==> src/rtl/start_tick_gen_if.sv <==
// Button/timer handshake bundle between the start front-end and the countdown timer.
// slave is the start_tick_gen side; master is the timer/stimulus side.
interface start_tick_gen_if;
  logic btnRaw;
  logic doneCounting;
  logic start;
  logic tick1Hz;
  logic busy;

  modport slave (
    input  btnRaw,
    input  doneCounting,
    output start,
    output tick1Hz,
    output busy
  );

  modport master (
    output btnRaw,
    output doneCounting,
    input  start,
    input  tick1Hz,
    input  busy
  );
endinterface

==> src/rtl/start_tick_gen.sv <==
// Conditions the start push-button into a single start pulse per countdown and
// generates the tick enable the countdown timer advances on.
module start_tick_gen #(
  parameter int CLK_HZ          = 100000000,
  parameter int TICK_HZ         = 1,
  parameter int DEBOUNCE_CYCLES = 1000000,
  parameter int SYNC_STAGES     = 2
) (
  input  logic           Clk100M,
  input  logic           reset,
  start_tick_gen_if.slave io
);

  localparam int DIV   = CLK_HZ / TICK_HZ;
  localparam int DIV_W = $clog2(DIV);
  localparam int DEB_W = $clog2(DEBOUNCE_CYCLES + 1);

  if (DIV < 2) begin : g_bad_div
    $error("start_tick_gen: CLK_HZ/TICK_HZ must be at least 2");
  end
  if (DEBOUNCE_CYCLES < 1) begin : g_bad_deb
    $error("start_tick_gen: DEBOUNCE_CYCLES must be at least 1");
  end
  if (SYNC_STAGES < 2) begin : g_bad_sync
    $error("start_tick_gen: SYNC_STAGES must be at least 2");
  end

  typedef enum logic {ST_IDLE, ST_BUSY} state_t;

  logic [SYNC_STAGES-1:0] r_sync;
  logic [DEB_W-1:0]       r_deb_cnt;
  logic                   r_btn_stable;
  logic                   r_btn_stable_d;
  logic [DIV_W-1:0]       r_div;
  logic                   r_tick;
  logic                   r_start;
  logic                   r_busy;
  state_t                 r_state;

  logic w_btn_sync;
  logic w_press;
  logic w_launch;

  assign w_btn_sync = r_sync[SYNC_STAGES-1];
  assign w_press    = r_btn_stable & ~r_btn_stable_d;
  assign w_launch   = (r_state == ST_IDLE) && w_press;

  always_ff @(posedge Clk100M or posedge reset) begin
    if (reset) begin
      r_sync <= '0;
    end else begin
      r_sync <= {r_sync[SYNC_STAGES-2:0], io.btnRaw};
    end
  end

  // A level change is accepted only after it has persisted DEBOUNCE_CYCLES samples.
  always_ff @(posedge Clk100M or posedge reset) begin
    if (reset) begin
      r_deb_cnt      <= '0;
      r_btn_stable   <= 1'b0;
      r_btn_stable_d <= 1'b0;
    end else begin
      r_btn_stable_d <= r_btn_stable;
      if (w_btn_sync == r_btn_stable) begin
        r_deb_cnt <= '0;
      end else if (r_deb_cnt == DEB_W'(DEBOUNCE_CYCLES - 1)) begin
        r_btn_stable <= w_btn_sync;
        r_deb_cnt    <= '0;
      end else begin
        r_deb_cnt <= r_deb_cnt + DEB_W'(1);
      end
    end
  end

  // doneCounting has priority in BUSY, so a press landing with it is dropped.
  always_ff @(posedge Clk100M or posedge reset) begin
    if (reset) begin
      r_state <= ST_IDLE;
      r_start <= 1'b0;
      r_busy  <= 1'b0;
    end else begin
      r_start <= 1'b0;
      case (r_state)
        ST_IDLE: begin
          if (w_press) begin
            r_start <= 1'b1;
            r_busy  <= 1'b1;
            r_state <= ST_BUSY;
          end
        end
        ST_BUSY: begin
          if (io.doneCounting) begin
            r_busy  <= 1'b0;
            r_state <= ST_IDLE;
          end
        end
        default: begin
          r_busy  <= 1'b0;
          r_state <= ST_IDLE;
        end
      endcase
    end
  end

  // Restarting the divider with start gives the timer a full first second.
  always_ff @(posedge Clk100M or posedge reset) begin
    if (reset) begin
      r_div  <= '0;
      r_tick <= 1'b0;
    end else begin
      r_tick <= (r_div == DIV_W'(DIV - 1));
      if (w_launch || (r_div == DIV_W'(DIV - 1))) begin
        r_div <= '0;
      end else begin
        r_div <= r_div + DIV_W'(1);
      end
    end
  end

  assign io.start   = r_start;
  assign io.tick1Hz = r_tick;
  assign io.busy    = r_busy;

endmodule

==> src/flat_wrapper.sv <==
// flat-port wrapper written by rule: the top's interface ports become plain ports
module start_tick_gen_flat 
#(
  parameter int CLK_HZ          = 100000000,
  parameter int TICK_HZ         = 1,
  parameter int DEBOUNCE_CYCLES = 1000000,
  parameter int SYNC_STAGES     = 2
)
  (Clk100M, reset, io_btnRaw, io_doneCounting, io_start, io_tick1Hz, io_busy);
  start_tick_gen_if io_i ();
  input  logic Clk100M;
  input  logic reset;
  input wire logic [$bits(io_i.btnRaw)-1:0] io_btnRaw;
  input wire logic [$bits(io_i.doneCounting)-1:0] io_doneCounting;
  output wire logic [$bits(io_i.start)-1:0] io_start;
  output wire logic [$bits(io_i.tick1Hz)-1:0] io_tick1Hz;
  output wire logic [$bits(io_i.busy)-1:0] io_busy;
  assign io_i.btnRaw = io_btnRaw;
  assign io_i.doneCounting = io_doneCounting;
  assign io_start = io_i.start;
  assign io_tick1Hz = io_i.tick1Hz;
  assign io_busy = io_i.busy;
  start_tick_gen #(.CLK_HZ(CLK_HZ), .TICK_HZ(TICK_HZ), .DEBOUNCE_CYCLES(DEBOUNCE_CYCLES), .SYNC_STAGES(SYNC_STAGES)) u_core (.Clk100M(Clk100M), .reset(reset), .io(io_i));
endmodule
==> config.mk <==
export PLATFORM = sky130hd
export DESIGN_NAME = start_tick_gen_flat
export DESIGN_NICKNAME = d
export VERILOG_FILES = /design/src/rtl/start_tick_gen_if.sv /design/src/rtl/start_tick_gen.sv /design/src/flat_wrapper.sv
export SDC_FILE = /design/constraint.sdc
export NUM_CORES = 1
export LEC_CHECK = 0
export ABC_AREA = 1
export CORE_MARGIN = 2
export CORE_UTILIZATION = 35
export CTS_CLUSTER_DIAMETER = 100
export DETAILED_ROUTE_END_ITERATION = 10
export PLACE_DENSITY = 0.57
export SLEW_MARGIN = 20
export SYNTH_ARGS = -nofsm -noshare
export SYNTH_HDL_FRONTEND = slang
export SYNTH_SLANG_ARGS = --single-unit
==> constraint.sdc <==
create_clock -name Clk100M -period 2.11 [get_ports Clk100M]
set_clock_uncertainty 0.05 [all_clocks]
set_input_delay 0.211 -clock Clk100M [delete_from_list [all_inputs] [get_ports Clk100M]]
set_output_delay 0.211 -clock Clk100M [all_outputs]
set_load 0.03 [all_outputs]
==> results.py, run 1 <==
metrics = {
    "route": {
        "wl_per_cell_um": 11.6,
        "drc": 0,
        "drt_pass1_iterations": 4,
        "via_count": 2456,
        "ant_nets": 0,
        "avgViaCountPerCell": 4.63,
        "wl_mm": 6.16,
        "drt-initial-drc-count": 139,
    },
    "synthesis": {
        "synth_area_leaders": "dfrtp_1, nand2_1, nor2_1",
        "synth_edf_count": 0,
        "synth_top_area_share_pct": 46.0,
        "netlist_area_um2": 2990,
        "async_flop_share_pct": 100,
        "synth_nets": 417,
        "syn-instance-count": 411,
        "synth_top_cell_by_area": "dfrtp_1",
        "ys_seq_elements": 55,
        "yosys_warnings": 0,
        "yosysSeqAreaShare_pct": 46.0,
        "syn_area_per_cell_um2": 7.28,
        "synth_most_common_cell": "nand2_1",
        "yosys_most_used_dff": "dfrtp_1",
        "yosysUniqueCellTypes": 24,
        "ys_top_cells_by_count": "nand2_1, nor2_1, dfrtp_1",
    },
    "global_routing": {
        "grt_max_degree": 56,
        "grt-ovfl-total": 0,
        "antenna_found_initial": 0,
        "grt_pass1_vias": 2408,
        "grtUsageTotal_pct": 14.9,
        "grt_pass1_wl_mm": 10.8,
    },
    "timing": {
        "max_freq_ghz": 0.563,
        "slew_headroom_pct": 77.3,
        "period_needed_ps": 1780,
        "setup_viol": 0,
        "hold_viol": 0,
        "finalMaxSlewViolations": 0,
        "setup_tns_ps": 0,
        "rsz0062_at_grt": "false",
        "min_period_over_period_pct": 84.2,
        "hold_ws_ps": 200,
        "worstMarginPinSlew_ps": 338,
    },
    "finish": {
        "areaGrowthSynthToFinish_pct": 9.87,
        "num-fill-cells": 886,
        "seqCellArea_um2": 1380,
        "final_util_pct": 39.8,
        "multi_input_area_um2": 1420,
        "diodes": 0,
        "fin_nets": 430,
        "final_cell_count_no_fill": 530,
        "drive_gt1_share_pct": 5.41,
    },
    "pwr": {
        "total_power_mw": 1.75,
        "p_leak_nw": 1.42,
        "powerDensity_nw_per_um2": 532,
        "ir_drop_v": 0.000228,
    },
    "placed_design": {
        "dp_cells": 522,
        "place_congestion": 0.883,
        "place_hpwl_mm": 4.53,
        "port_buffers": 6,
    },
    "worst_setup_path": {
        "crit_slowest_cell": "dfrtp_1",
        "path_class": "reg -> reg",
        "cp.buffers_inverters": 1,
        "arrival_ps": 1920,
        "cp_max_fo": 27,
        "worstSetupEndpointType": "flop",
        "worstPathRequired_ps": 2260,
        "crit_family": "simple AND/OR/NAND/NOR gates",
        "crit_path_cell_trace": "ha_1 -> nand3_2 -> inv_2 -> nand2_4 -> nor2_1 -> nand2_1 -> nand2_4 -> nor2_1",
        "crit_path_start_kind": "flop",
        "max_stage_delay_ps": 460,
    },
    "die": {
        "coreArea_um2": 8260,
        "rows": 33,
        "dieArea_um2": 9300,
        "die_y_um": 96.4,
        "dieWidth_um": 96.4,
        "start_util_pct": 36.2,
        "io_pins": 7,
    },
    "clocking": {
        "ctsResizeCount": 0,
        "max-clock-path-buffers": 2,
        "clock_sinks": 55,
        "clkTransAtPathRegs_ps": 110,
        "cts_buffers": 5,
        "holdBufCountCts": 0,
        "post_cts_buffers": 0,
        "root_buffer": "clkbuf_8",
        "insertion_delay_ps": 320,
        "cts_tree": "yes",
        "htree_levels": 2,
    },
    "worst_hold_path": {
        "hold_class": "in -> async",
    },
    "run": {
        "max-cap-violations": 0,
    },
    "outcome": {
        "status": "finished clean",
    },
}
worst paths after layout:
| check | startpoint | end | slack (ps) | cells after the start |
|---|---|---|---|---|
| setup / recovery | u_core.r_div[0] | u_core.r_div[16] | 330 | 8 |
| setup reg to reg | u_core.r_div[0] | u_core.r_div[16] | 330 | 8 |
| hold / removal | reset | u_core.r_div[20] | 200 | 3 |
| hold reg to reg | u_core.r_sync[0] | u_core.r_sync[1] | 300 | 0 |
| min in group Clk100M | io_btnRaw | u_core.r_sync[0] | 280 | 1 |
| max in group asynchronous | reset | u_core.r_deb_cnt[8] | 1550 | 3 |
through the flow:
step / instance area [um2] / setup slack (ps)
finish: 3290 / 334
global route: 3290 / 195
CTS: 3290 / 315
detailed placement: 3190 / 334
global placement: 3190 / 417
floorplan: 2990 / 506
power by group:
group | total (mW) | switching (mW) | internal, mW
logic | 0.0517 | 0.0349 | 0.0168
registers | 1.06 | 0.00427 | 1.06
clock network | 0.631 | 0.362 | 0.269
final cells by class:
type                    count  share of cell area (%)
multi-input cells         308                    43.2
flip-flops and latches     55                    41.9
inverters                  46                    5.26
well taps                 105                    4.00
repair buffers              8                    2.67
clock buffers               6                    2.51
clock inverters             2                   0.495
placed cells by master (no fill, tap or decap):
| cell | netlist | routed |
|---|---|---|
| o21ai_0 | 5 | 5 |
| nor2_4 | 1 | 1 |
| clkbuf_8 | 0 | 6 |
| xnor2_1 | 10 | 10 |
| nand2_4 | 2 | 2 |
| buf_12 | 0 | 1 |
| buf_4 | 0 | 1 |
| nor2_1 | 110 | 110 |
| nand4_1 | 3 | 3 |
| inv_1 | 44 | 43 |
| clkinvlp_4 | 0 | 1 |
| nor4_1 | 1 | 1 |
| nand3_2 | 1 | 1 |
| dfrtp_1 | 55 | 55 |
| xor2_1 | 15 | 15 |
| clkdlybuf4s50_1 | 0 | 6 |
| clkinv_4 | 0 | 1 |
| nor2_2 | 4 | 4 |
| and2_1 | 1 | 1 |
| nand3b_1 | 1 | 1 |
| a2bb2oi_1 | 1 | 1 |
| a21oi_1 | 7 | 7 |
| inv_2 | 2 | 3 |
| ha_1 | 2 | 2 |
| nand2_1 | 112 | 112 |
| nor3_1 | 5 | 5 |
| nand2_2 | 2 | 2 |
| o21a_1 | 1 | 1 |
| nand3_1 | 24 | 24 |
worst register-to-register path, stage by stage (launching register included):
cell	delay, ps
dfrtp_1	460
ha_1	310
nand3_2	130
inv_2	80
nand2_4	60
nor2_1	110
nand2_1	90
nand2_4	250
nor2_1	110
registers in the layout (all words and copies together) (netlist names):
register,cells
u_core.r_div,27
u_core.r_deb_cnt,20
u_core.r_sync,2
u_core.io.busy,1
u_core.io.start,1
u_core.io.tick1Hz,1
u_core.r_btn_stable,1
u_core.r_btn_stable_d,1
u_core.r_state,1
routing by layer:
metal  part of all wire [%]  up-vias  track usage, %
li1                       -     1283               -
met1                     49     1141            19.1
met2                     48       21            25.4
met3                    2.0       11            2.64
met5                      0        -               0
met4                    1.6        0            5.28
cells by family (layout without fill, tap and decap cells):
| kind of cell | Yosys count | count (layout) | synth area share [%] |
|---|---|---|---|
| simple gates | 267 | 267 | 36.7 |
| fa+ha+maj | 2 | 2 | 0.837 |
| compound gates | 14 | 14 | 2.55 |
| flops | 55 | 55 | 46.0 |
| xor+xnor | 25 | 25 | 7.32 |
| buf+inv | 48 | 62 | 6.53 |
Note: power is estimated with default switching activity, not from simulation.
==> run 2: changes to the inputs <==
--- a/config.mk
+++ b/config.mk
@@ -10,7 +10,7 @@
 export CORE_UTILIZATION = 35
 export CTS_CLUSTER_DIAMETER = 100
 export DETAILED_ROUTE_END_ITERATION = 10
-export PLACE_DENSITY = 0.57
+export PLACE_DENSITY = 0.59
 export SLEW_MARGIN = 20
 export SYNTH_ARGS = -nofsm -noshare
 export SYNTH_HDL_FRONTEND = slang
==> constraint.sdc (replaced) <==
create_clock -name Clk100M -period 1.55 [get_ports Clk100M]
set_clock_uncertainty 0.05 [all_clocks]
set_input_delay 0.155 -clock Clk100M [delete_from_list [all_inputs] [get_ports Clk100M]]
set_output_delay 0.155 -clock Clk100M [all_outputs]
set_load 0.03 [all_outputs]
==> results.py, run 2 (synthesis results as in run 1) <==
metrics = {
    "worst_setup_path": {
        "worstPathRequired_ps": 1710,
        "worstReg2RegStart": "u_core.r_div[1]",
        "reg2regPathDepth": 8,
        "crit_slowest_cell": "dfrtp_1",
        "crit_path_start_kind": "flop",
        "cp_max_fo": 7,
        "arrival_ps": 1620,
        "worstSetupEndpointType": "flop",
        "crit_family": "simple AND/OR/NAND/NOR gates",
        "cp.buffers_inverters": 1,
        "cpMostUsedCell": "nand2_8",
        "r2r_slack_ps": 90,
        "crit_path_cell_trace": "ha_2 -> nand3_2 -> inv_2 -> nand2_4 -> nor2_4 -> nand2_8 -> nand2_8 -> a21oi_1",
        "path_class": "reg -> reg",
        "r2r_end": "u_core.r_div[25]",
        "max_stage_delay_ps": 390,
    },
    "finish": {
        "reg_top3": "u_core.r_div x27, u_core.r_deb_cnt x20, u_core.r_sync x2",
        "drive_gt1_share_pct": 11.4,
        "final_area_um2": 3510,
        "areaGrowthSynthToFinish_pct": 17.3,
        "final_cell_mix": "nand2_1, nor2_1, dfrtp_1",
        "regMostFlops": "u_core.r_div",
        "diodes": 0,
        "fin_nets": 442,
        "largest_reg_flops": 27,
        "num-fill-cells": 859,
        "final_util_pct": 42.5,
        "final_common_cell": "nand2_1",
    },
    "clocking": {
        "post_cts_buffers": 0,
        "clock_sinks": 55,
        "clkTransAtPathRegs_ps": 100,
        "htree_levels": 2,
        "cts_tree": "yes",
        "cts_buffers": 5,
        "insertion_delay_ps": 320,
        "holdBufCountCts": 0,
        "max-clock-path-buffers": 2,
        "root_buffer": "clkbuf_8",
    },
    "die": {
        "rows": 33,
        "dieWidth_um": 96.4,
        "coreArea_um2": 8260,
        "die_y_um": 96.4,
        "start_util_pct": 36.2,
        "dieArea_um2": 9300,
        "io_pins": 7,
    },
    "pwr": {
        "ir_drop_v": 0.000464,
        "p_leak_nw": 1.54,
        "comb_power_share_pct": 2.9,
        "power_switching_share_pct": 21.4,
        "powerDensity_nw_per_um2": 725,
        "p_int_mw": 2.00,
        "pwr-share-clk_pct": 40.2,
        "switchingPower_mw": 0.544,
        "p_seq_share_pct": 56.9,
    },
    "timing": {
        "setup_viol": 0,
        "hold_viol": 0,
        "min_period_over_period_pct": 94.2,
        "setup_tns_ps": 0,
        "slew_headroom_pct": 75.4,
        "period_needed_ps": 1460,
        "hold_ws_ps": 69.7,
        "worstMarginPinSlew_ps": 367,
        "finalMaxSlewViolations": 0,
        "max_freq_ghz": 0.685,
        "rsz0062_at_grt": "true",
    },
    "global_routing": {
        "grt_pass1_wl_mm": 10.9,
        "antenna_found_initial": 0,
        "grt_pass1_vias": 2431,
        "grt_max_degree": 32,
        "grt-ovfl-total": 0,
        "grtUsageTotal_pct": 15.0,
    },
    "placed_design": {
        "place_hpwl_mm": 4.70,
        "placedInstanceArea_um2": 3250,
        "port_buffers": 6,
        "place_congestion": 0.912,
    },
    "route": {
        "via_count": 2542,
        "wl_mm": 6.57,
        "drt_pass1_iterations": 4,
        "avgViaCountPerCell": 4.69,
        "drc": 0,
        "drt-initial-drc-count": 82,
        "wl_per_cell_um": 12.1,
        "ant_nets": 0,
    },
    "outcome": {
        "status": "finished clean",
    },
    "worst_hold_path": {
        "hold_class": "in -> async",
    },
    "run": {
        "max-cap-violations": 0,
    },
}
-- run 2: cell count changes in the layout (fill, tap and decap cells not counted), sizes merged, moves of 2 or more --
cell / previous run / this run
nand2: 116 / 119
buf: 2 / 11
clkdlybuf4s50: 6 / 3
dlygate4sd2: 0 / 2
-- run 2: per-stage QoR --
stage,total power [mW],std cells,worst slack [ps]
after floorplan,1.52,411,2.07
after global placement,1.55,531,59.6
after detailed placement,1.55,531,-35.1
after CTS,2.60,540,7.46
after global routing,2.64,542,-9.18
final,2.54,542,90.5
-- run 2: cell type report --
cell class | instances | area (um2) | share of cell area (%)
clock buffers | 6 | 82.6 | 2.35
clock inverters | 2 | 38.8 | 1.11
inverters | 46 | 173 | 4.92
multi-input cells | 311 | 1550 | 44.2
flip-flops and latches | 55 | 1380 | 39.3
well taps | 105 | 131 | 3.75
repair buffers | 17 | 155 | 4.42
-- run 2: routing by layer --
metal	share of wire (%)	routed length [um]	track usage, %
met5	0	0	0
met4	1.2	76	5.52
met3	3.2	209	2.79
met2	50	3300	25.8
met1	45	2980	18.9
-- run 2: how the worst max path moves through the flow --
stage / from / end / slack [ps] / cells past startpoint
after floorplan: reset / u_core.io.busy / 2 / 1
after global placement: u_core.r_div[1] / u_core.r_div[10] / 60 / 8
after detailed placement: u_core.r_div[1] / u_core.r_div[26] / -40 / 8
after CTS: u_core.r_div[1] / u_core.r_div[14] / 7 / 8
after global routing: u_core.r_div[20] / u_core.r_div[23] / -9 / 7
final: u_core.r_div[1] / u_core.r_div[25] / 90 / 8
-- run 2: power by group through the flow --
stage / registers (mW) / clock network [mW] / logic (mW)
after detailed placement: 1.48 / 0 / 0.0749
after global routing: 1.45 / 1.11 / 0.0854
after CTS: 1.45 / 1.07 / 0.0756
after floorplan: 1.48 / 0 / 0.0427
final: 1.45 / 1.02 / 0.0741
after global placement: 1.48 / 0 / 0.0758
-- run 2: timing repair --
item	in CTS	in global routing
setup endpoints to repair	29	35
pin swaps	2	4
gates resized for setup	4	23
gates cloned	1	2
==> edit 1: new RTL, settings of run 2 <==
Reset style: synchronous (`reset`), changed in 4 clocked blocks.
--- a/src/rtl/start_tick_gen.sv
+++ b/src/rtl/start_tick_gen.sv
@@ -46,5 +46,5 @@
   assign w_launch   = (r_state == ST_IDLE) && w_press;
 
-  always_ff @(posedge Clk100M or posedge reset) begin
+  always_ff @(posedge Clk100M) begin
     if (reset) begin
       r_sync <= '0;
@@ -55,5 +55,5 @@
 
   // A level change is accepted only after it has persisted DEBOUNCE_CYCLES samples.
-  always_ff @(posedge Clk100M or posedge reset) begin
+  always_ff @(posedge Clk100M) begin
     if (reset) begin
       r_deb_cnt      <= '0;
@@ -74,5 +74,5 @@
 
   // doneCounting has priority in BUSY, so a press landing with it is dropped.
-  always_ff @(posedge Clk100M or posedge reset) begin
+  always_ff @(posedge Clk100M) begin
     if (reset) begin
       r_state <= ST_IDLE;
@@ -104,5 +104,5 @@
 
   // Restarting the divider with start gives the timer a full first second.
-  always_ff @(posedge Clk100M or posedge reset) begin
+  always_ff @(posedge Clk100M) begin
     if (reset) begin
       r_div  <= '0;
Check against the original RTL: no difference found for any inputs over 10 cycles, from zero or initial values and one cycle with reset high; that may be too few to reach the edited logic, so the function may still have changed.
==> edit 1 against run 2 <==
Sequential cell count unchanged. Largest cell class unchanged. Critical endpoint is now u_core.r_deb_cnt[9]. Count of clock-buffer cells in the layout unchanged. Design area decreased by 4.4%. Critical path type unchanged. Power decreased by 5.4%. Worst setup slack got worse by 0.059 ns. Wire length decreased by 11%. Synthesized area decreased by 7.1%.
==> edit 1: results (changes against run 2) <==
CTS
  – Clock Root Buffer: clkbuf_8
  – Clock latency on the worst-skew pair: 0.32 ns (about the same)
  – CTS buffer count: 5 (unchanged)
  – Clock Tree Buf Depth: 2 (unchanged)
  – Max H-tree Level: 2 (unchanged)
  – Clk slew on worst S/H paths: 0.11 ns

Synthesis
  – Sequential area share after synthesis: 39.6% (-6.4 points)
  – Synth area leaders: dfxtp_1, nand2_1, nor2_1, inv_1, nand3_1
  – Synth async-reset ratio: 0% (-100 points)
  – Ys Warns: 0 (unchanged)
  – Main synth FF type: dfxtp_1
  – Syn Nets: 406 (-2.6%)
  – Most frequent cells after synthesis: nand2_1, nor2_1, dfxtp_1, inv_1, nand3_1
  – Count of cell types in the netlist: 26 (+8.3%)

Final layout
  – ANT cells: 0 (unchanged)
  – Regs by FF count: u_core.r_div (27), u_core.r_deb_cnt (20), u_core.r_sync (2)
  – Nets@finish: 441 (-0.23%)
  – Layout cells sized above 1: 19.0% (+7.6 points)

Setup path
  – CP max stage delay: 0.37 ns (-0.02 ns)
  – Worst-path fanout max: 6 (-1)
  – Slowest CP cell: dfxtp_2
  – Crit path DAT: 1.69 ns (+0.07 ns)
  – Cell family with most CP delay: simple AND/OR/NAND/NOR gates

Placement
  – Post-detail-place hpwl: 4070 um (-13%)
  – IO buf count: 6 (unchanged)
  – Post-Place Worst Slack: -0.0388 ns (-0.00375 ns)
  – Final GP Congestion: 0.848 (-7.0%)

Drt
  – Drt first pass iters: 5 (+1)
  – Vias/cell: 4.57 (-2.6%)
  – WL final: 5820 um (-11%)
  – Iteration-0 DRC Markers: 84 (+2.4%)

Hold path
  – HP Class: in2reg

STA
  – Slew margin rel.: 77.0% (+1.7 points)
  – # setup viols final: 0 (unchanged)

Global routing
  – Overall routing resource usage: 14.2% (-0.85 points)
  – First-pass GRT wire length: 9870 um (-9.4%)
  – Largest net degree at the start of global routing: 28 (-13%)
  – Vias in the first global route: 2255 (-7.2%)
  – Initial antenna violation count: 0 (unchanged)

Power
  – Leakage: 1.19 nW (-22%)
  – Maximum vdd ir drop: 0.000346 V (-25%)
  – Cell-internal power: 0.00184 W (-7.9%)

Outcome
  – Outcome: finished, final reports clean
==> edit 1: timing repair <==
action,4_1_cts,5_1_grt
hold buffers,0,0
gates resized for setup,4,26
pin swaps,2,10
buffers inserted,0,6
cloned,2,2
setup endpoints to repair,19,49
==> edit 1: final timing paths <==
| check | slack (ns) | start | depth (start not counted) | end |
|---|---|---|---|---|
| max reg2reg | 0.03 | u_core.r_deb_cnt[1] | 8 | u_core.r_deb_cnt[9] |
| min | 0.29 | io_btnRaw | 3 | u_core.r_sync[0] |
| min reg2reg | 0.36 | u_core.r_sync[0] | 2 | u_core.r_sync[1] |
| max | 0.03 | u_core.r_deb_cnt[1] | 8 | u_core.r_deb_cnt[9] |
==> edit 1: tightest hold or removal path, cell delays in order <==
cell,delay (ns)
clkdlybuf4s50_1,0.39
inv_1,0.05
nor2_1,0.03
==> edit 1: routing by layer <==
metal / part of all wire, % / up-vias / routed length [um] / GRT usage, %
met5: 0 / - / 0 / 0
met4: 3.2 / 0 / 184 / 6.62
li1: - / 1311 / - / -
met3: 3.8 / 18 / 219 / 3.30
met2: 47 / 52 / 2720 / 23.5
met1: 46 / 1077 / 2700 / 17.5
==> edit 1: power by group through the flow <==
stage	registers (W)	logic (W)	clock network, W
2_1_floorplan	0.00146	0.0000423	0
3_3_place_gp	0.00146	0.0000655	0
3_5_place_dp	0.00146	0.0000667	0
4_1_cts	0.00143	0.0000700	0.000933
5_1_grt	0.00143	0.0000938	0.000991
6_report	0.00143	0.0000853	0.000888
==> edit 1: final cells by class <==
type | instances | area, um^2
well taps | 102 | 128
clock inverters | 2 | 20.0
repair buffers | 28 | 259
clock buffers | 6 | 82.6
inverters | 51 | 191
flip-flops and latches | 55 | 1110
fillers | 784 | 4370
multi-input cells | 294 | 1560
==> edit 1: cells by family (layout without fill, tap and decap cells) <==
| family | Yosys count | in the layout | share of synthesized area, % |
|---|---|---|---|
| AO/OA/AOI/OAI | 13 | 13 | 2.61 |
| adder cells (fa/ha/maj) | 2 | 2 | 0.901 |
| AND/OR/NAND/NOR | 252 | 255 | 40.9 |
| flip-flops | 55 | 55 | 39.6 |
| XOR/XNOR | 24 | 24 | 7.57 |
| buffers and inverters | 54 | 87 | 8.42 |
==> edit 1: through the flow <==
stage / cell area, um^2 / std cells
global placement: 3050 / 520
global route: 3350 / 538
finish: 3350 / 538
CTS: 3190 / 530
detailed placement: 3050 / 520
floorplan: 2780 / 400
==> edit 2: new RTL, config.mk and constraints of run 2 <==
Made on the original files. `CLK_HZ` is set to 100000000 in 2 places; all go to 200000000.
--- a/src/rtl/start_tick_gen.sv
+++ b/src/rtl/start_tick_gen.sv
@@ -2,5 +2,5 @@
 // generates the tick enable the countdown timer advances on.
 module start_tick_gen #(
-  parameter int CLK_HZ          = 100000000,
+  parameter int CLK_HZ          = 200000000,
   parameter int TICK_HZ         = 1,
   parameter int DEBOUNCE_CYCLES = 1000000,
--- a/src/flat_wrapper.sv
+++ b/src/flat_wrapper.sv
@@ -2,5 +2,5 @@
 module start_tick_gen_flat 
 #(
-  parameter int CLK_HZ          = 100000000,
+  parameter int CLK_HZ          = 200000000,
   parameter int TICK_HZ         = 1,
   parameter int DEBOUNCE_CYCLES = 1000000,
Behaviour: no difference found for any inputs over 10 cycles, from zero or initial values and one cycle with reset high; that may be too few to reach the edited logic, so the function may still have changed.
==> edit 2 against run 2 <==
Power fell by 5.3%. Global-route usage down 0.63 points. Synthesized area grew 4.3%. Fmax fell by 4.7%. Worst setup slack worse by 0.072 ns. Sequential cell count increased by 1. Wire length up 7.2%. Design area up 6.1%. Critical endpoint is now u_core.r_deb_cnt[16]. Largest cell class unchanged.
==> edit 2: results (changes against run 2) <==
Global routing
  – First-pass GRT wire length: 11500 um (+5.7%)
  – Overall routing resource usage: 14.4% (-0.63 points)
  – Initial antenna violation count: 0 (unchanged)
  – Largest net degree at the start of global routing: 32 (unchanged)
  – Vias in the first global route: 2574 (+5.9%)

Power
  – Leakage: 1.67 nW (+8.3%)
  – Cell-internal power: 0.00183 W (-8.5%)
  – Maximum vdd ir drop: 0.000366 V (-21%)

Drt
  – Drt first pass iters: 4 (unchanged)
  – Iteration-0 DRC Markers: 91 (+11%)
  – Via Count: 2663 (+4.8%)
  – Avg WL per Cell: 12.4 um (+2.7%)

Synthesis
  – Top cell type's share of synthesized area: 44.9% (-1.1 points)
  – Syn Nets: 424 (+1.7%)
  – Complex-gate fraction of the synthesized area: 1.97% (-0.59 points)
  – Synth area leaders: dfrtp_1, nand2_1, nor2_1, inv_1, nor2_2
  – Sequential area share after synthesis: 44.9% (-1.1 points)
  – Most frequent cells after synthesis: nand2_1, nor2_1, dfrtp_1, inv_1, nand3_1
  – Post-Synth XOR/XNOR Area: 5.34% (-2.0 points)
  – Multiplexer share of the synthesized area: 0% (unchanged)
  – Adder-cell share of the synthesized area: 0.803% (-0.034 points)
  – Count of cell types in the netlist: 23 (-4.2%)
  – Synth async-reset ratio: 100% (unchanged)
  – Ys Warns: 0 (unchanged)

Setup path
  – Crit path DAT: 1.69 ns (+0.07 ns)
  – Worst-path fanout max: 7 (unchanged)
  – Slowest CP cell: dfrtp_1
  – CP max stage delay: 0.44 ns (+0.05 ns)
  – Cell family with most CP delay: simple AND/OR/NAND/NOR gates

CTS
  – Clock Root Buffer: clkbuf_8
  – Max H-tree Level: 2 (unchanged)
  – Clock latency on the worst-skew pair: slightly above 0.3 ns
  – Clk slew on worst S/H paths: 0.11 ns
  – Clock Tree Buf Depth: 2 (unchanged)
  – CTS buffer count: 5 (unchanged)

Final layout
  – Layout cells sized above 1: 20.7% (+9.3 points)
  – Regs by FF count: u_core.r_div (28), u_core.r_deb_cnt (20), u_core.r_sync (2)
  – Nets@finish: 463 (+4.8%)
  – ANT cells: 0 (unchanged)
  – # fillers: 895 (+4.2%)

STA
  – Worst-margin pin slew: 0.315 ns (-0.0516 ns)
  – Max Slew Vio Count: 0 (unchanged)

Placement
  – Post-detail-place hpwl: 5050 um (+7.6%)
  – Final GP Congestion: 0.855 (-6.2%)
  – IO buf count: 6 (unchanged)

Outcome
  – Outcome: finished, final reports clean

Hold path
  – HP Class: in2async
-- edit 2: cell families after synthesis --
logic type               after synthesis
buffers and inverters                 52
adder cells (fa/ha/maj)                2
AO/OA/AOI/OAI                         11
XOR/XNOR                              19
flip-flops                            56
AND/OR/NAND/NOR                      278
-- edit 2: stage by stage --
stage                     utilization (%)  setup slack, ns  instances  setup TNS, ns  area, um^2
after CTS                            40.8         -0.00306        557       -0.00306        3540
after floorplan                         -           0.0101        418              0        3120
after global routing                 42.9          -0.0743        566          -1.17        3720
final                                42.9           0.0186        566              0        3720
after detailed placement             39.7           0.0188        549              0        3450
after global placement               39.7           0.0570        549              0        3450
-- edit 2: cell type report --
class	count	area (um^2)	area share (%)
flip-flops and latches	56	1410	37.8
clock inverters	3	22.5	0.605
clock buffers	5	68.8	1.85
multi-input cells	312	1610	43.3
well taps	108	135	3.63
repair buffers	32	279	7.50
inverters	50	198	5.31
-- edit 2: per-layer routing --
layer,wire length [um],global-route usage [%],vias up
met5,0,0,-
met4,124,4.11,0
met3,172,2.65,13
met2,3540,25.7,42
met1,3200,17.8,1246
li1,-,-,1362
-- edit 2: timing repair --
action | in CTS | in global routing
gates cloned | 0 | 2
buffers inserted | 0 | 7
setup endpoints to repair | 2 | 35
resized for setup | 1 | 30
pin swaps | 0 | 17
-- edit 2: power by group through the flow --
| stage | combinational, W | clock (W) | sequential (W) |
|---|---|---|---|
| 2_1_floorplan | 0.0000437 | 0 | 0.00150 |
| 3_3_place_gp | 0.0000814 | 0 | 0.00150 |
| 3_5_place_dp | 0.0000833 | 0 | 0.00150 |
| 4_1_cts | 0.0000833 | 0.000862 | 0.00148 |
| 5_1_grt | 0.000103 | 0.000914 | 0.00148 |
| 6_report | 0.0000906 | 0.000841 | 0.00148 |
-- edit 2: worst reg2reg max path: stages, from the launching register on --
cell and delay [ns]:
dfrtp_1 0.44, ha_4 0.19, inv_4 0.04, nor3_4 0.17, nand3_2 0.11, nand2_2 0.10, clkinvlp_4 0.18, nand2_2 0.12
nor2_2 0.04
-- edit 2: final timing paths --
check                                    startpoint              endpoint  slack [ns]
worst max-delay path            u_core.r_deb_cnt[0]  u_core.r_deb_cnt[16]        0.02
worst min-delay path                          reset  u_core.r_deb_cnt[13]        0.09
worst max register to register  u_core.r_deb_cnt[0]  u_core.r_deb_cnt[16]        0.02
worst min register to register     u_core.r_sync[0]      u_core.r_sync[1]        0.32
max in group asynchronous                     reset      u_core.r_div[10]        0.89
min in group Clk100M                      io_btnRaw      u_core.r_sync[0]        0.23
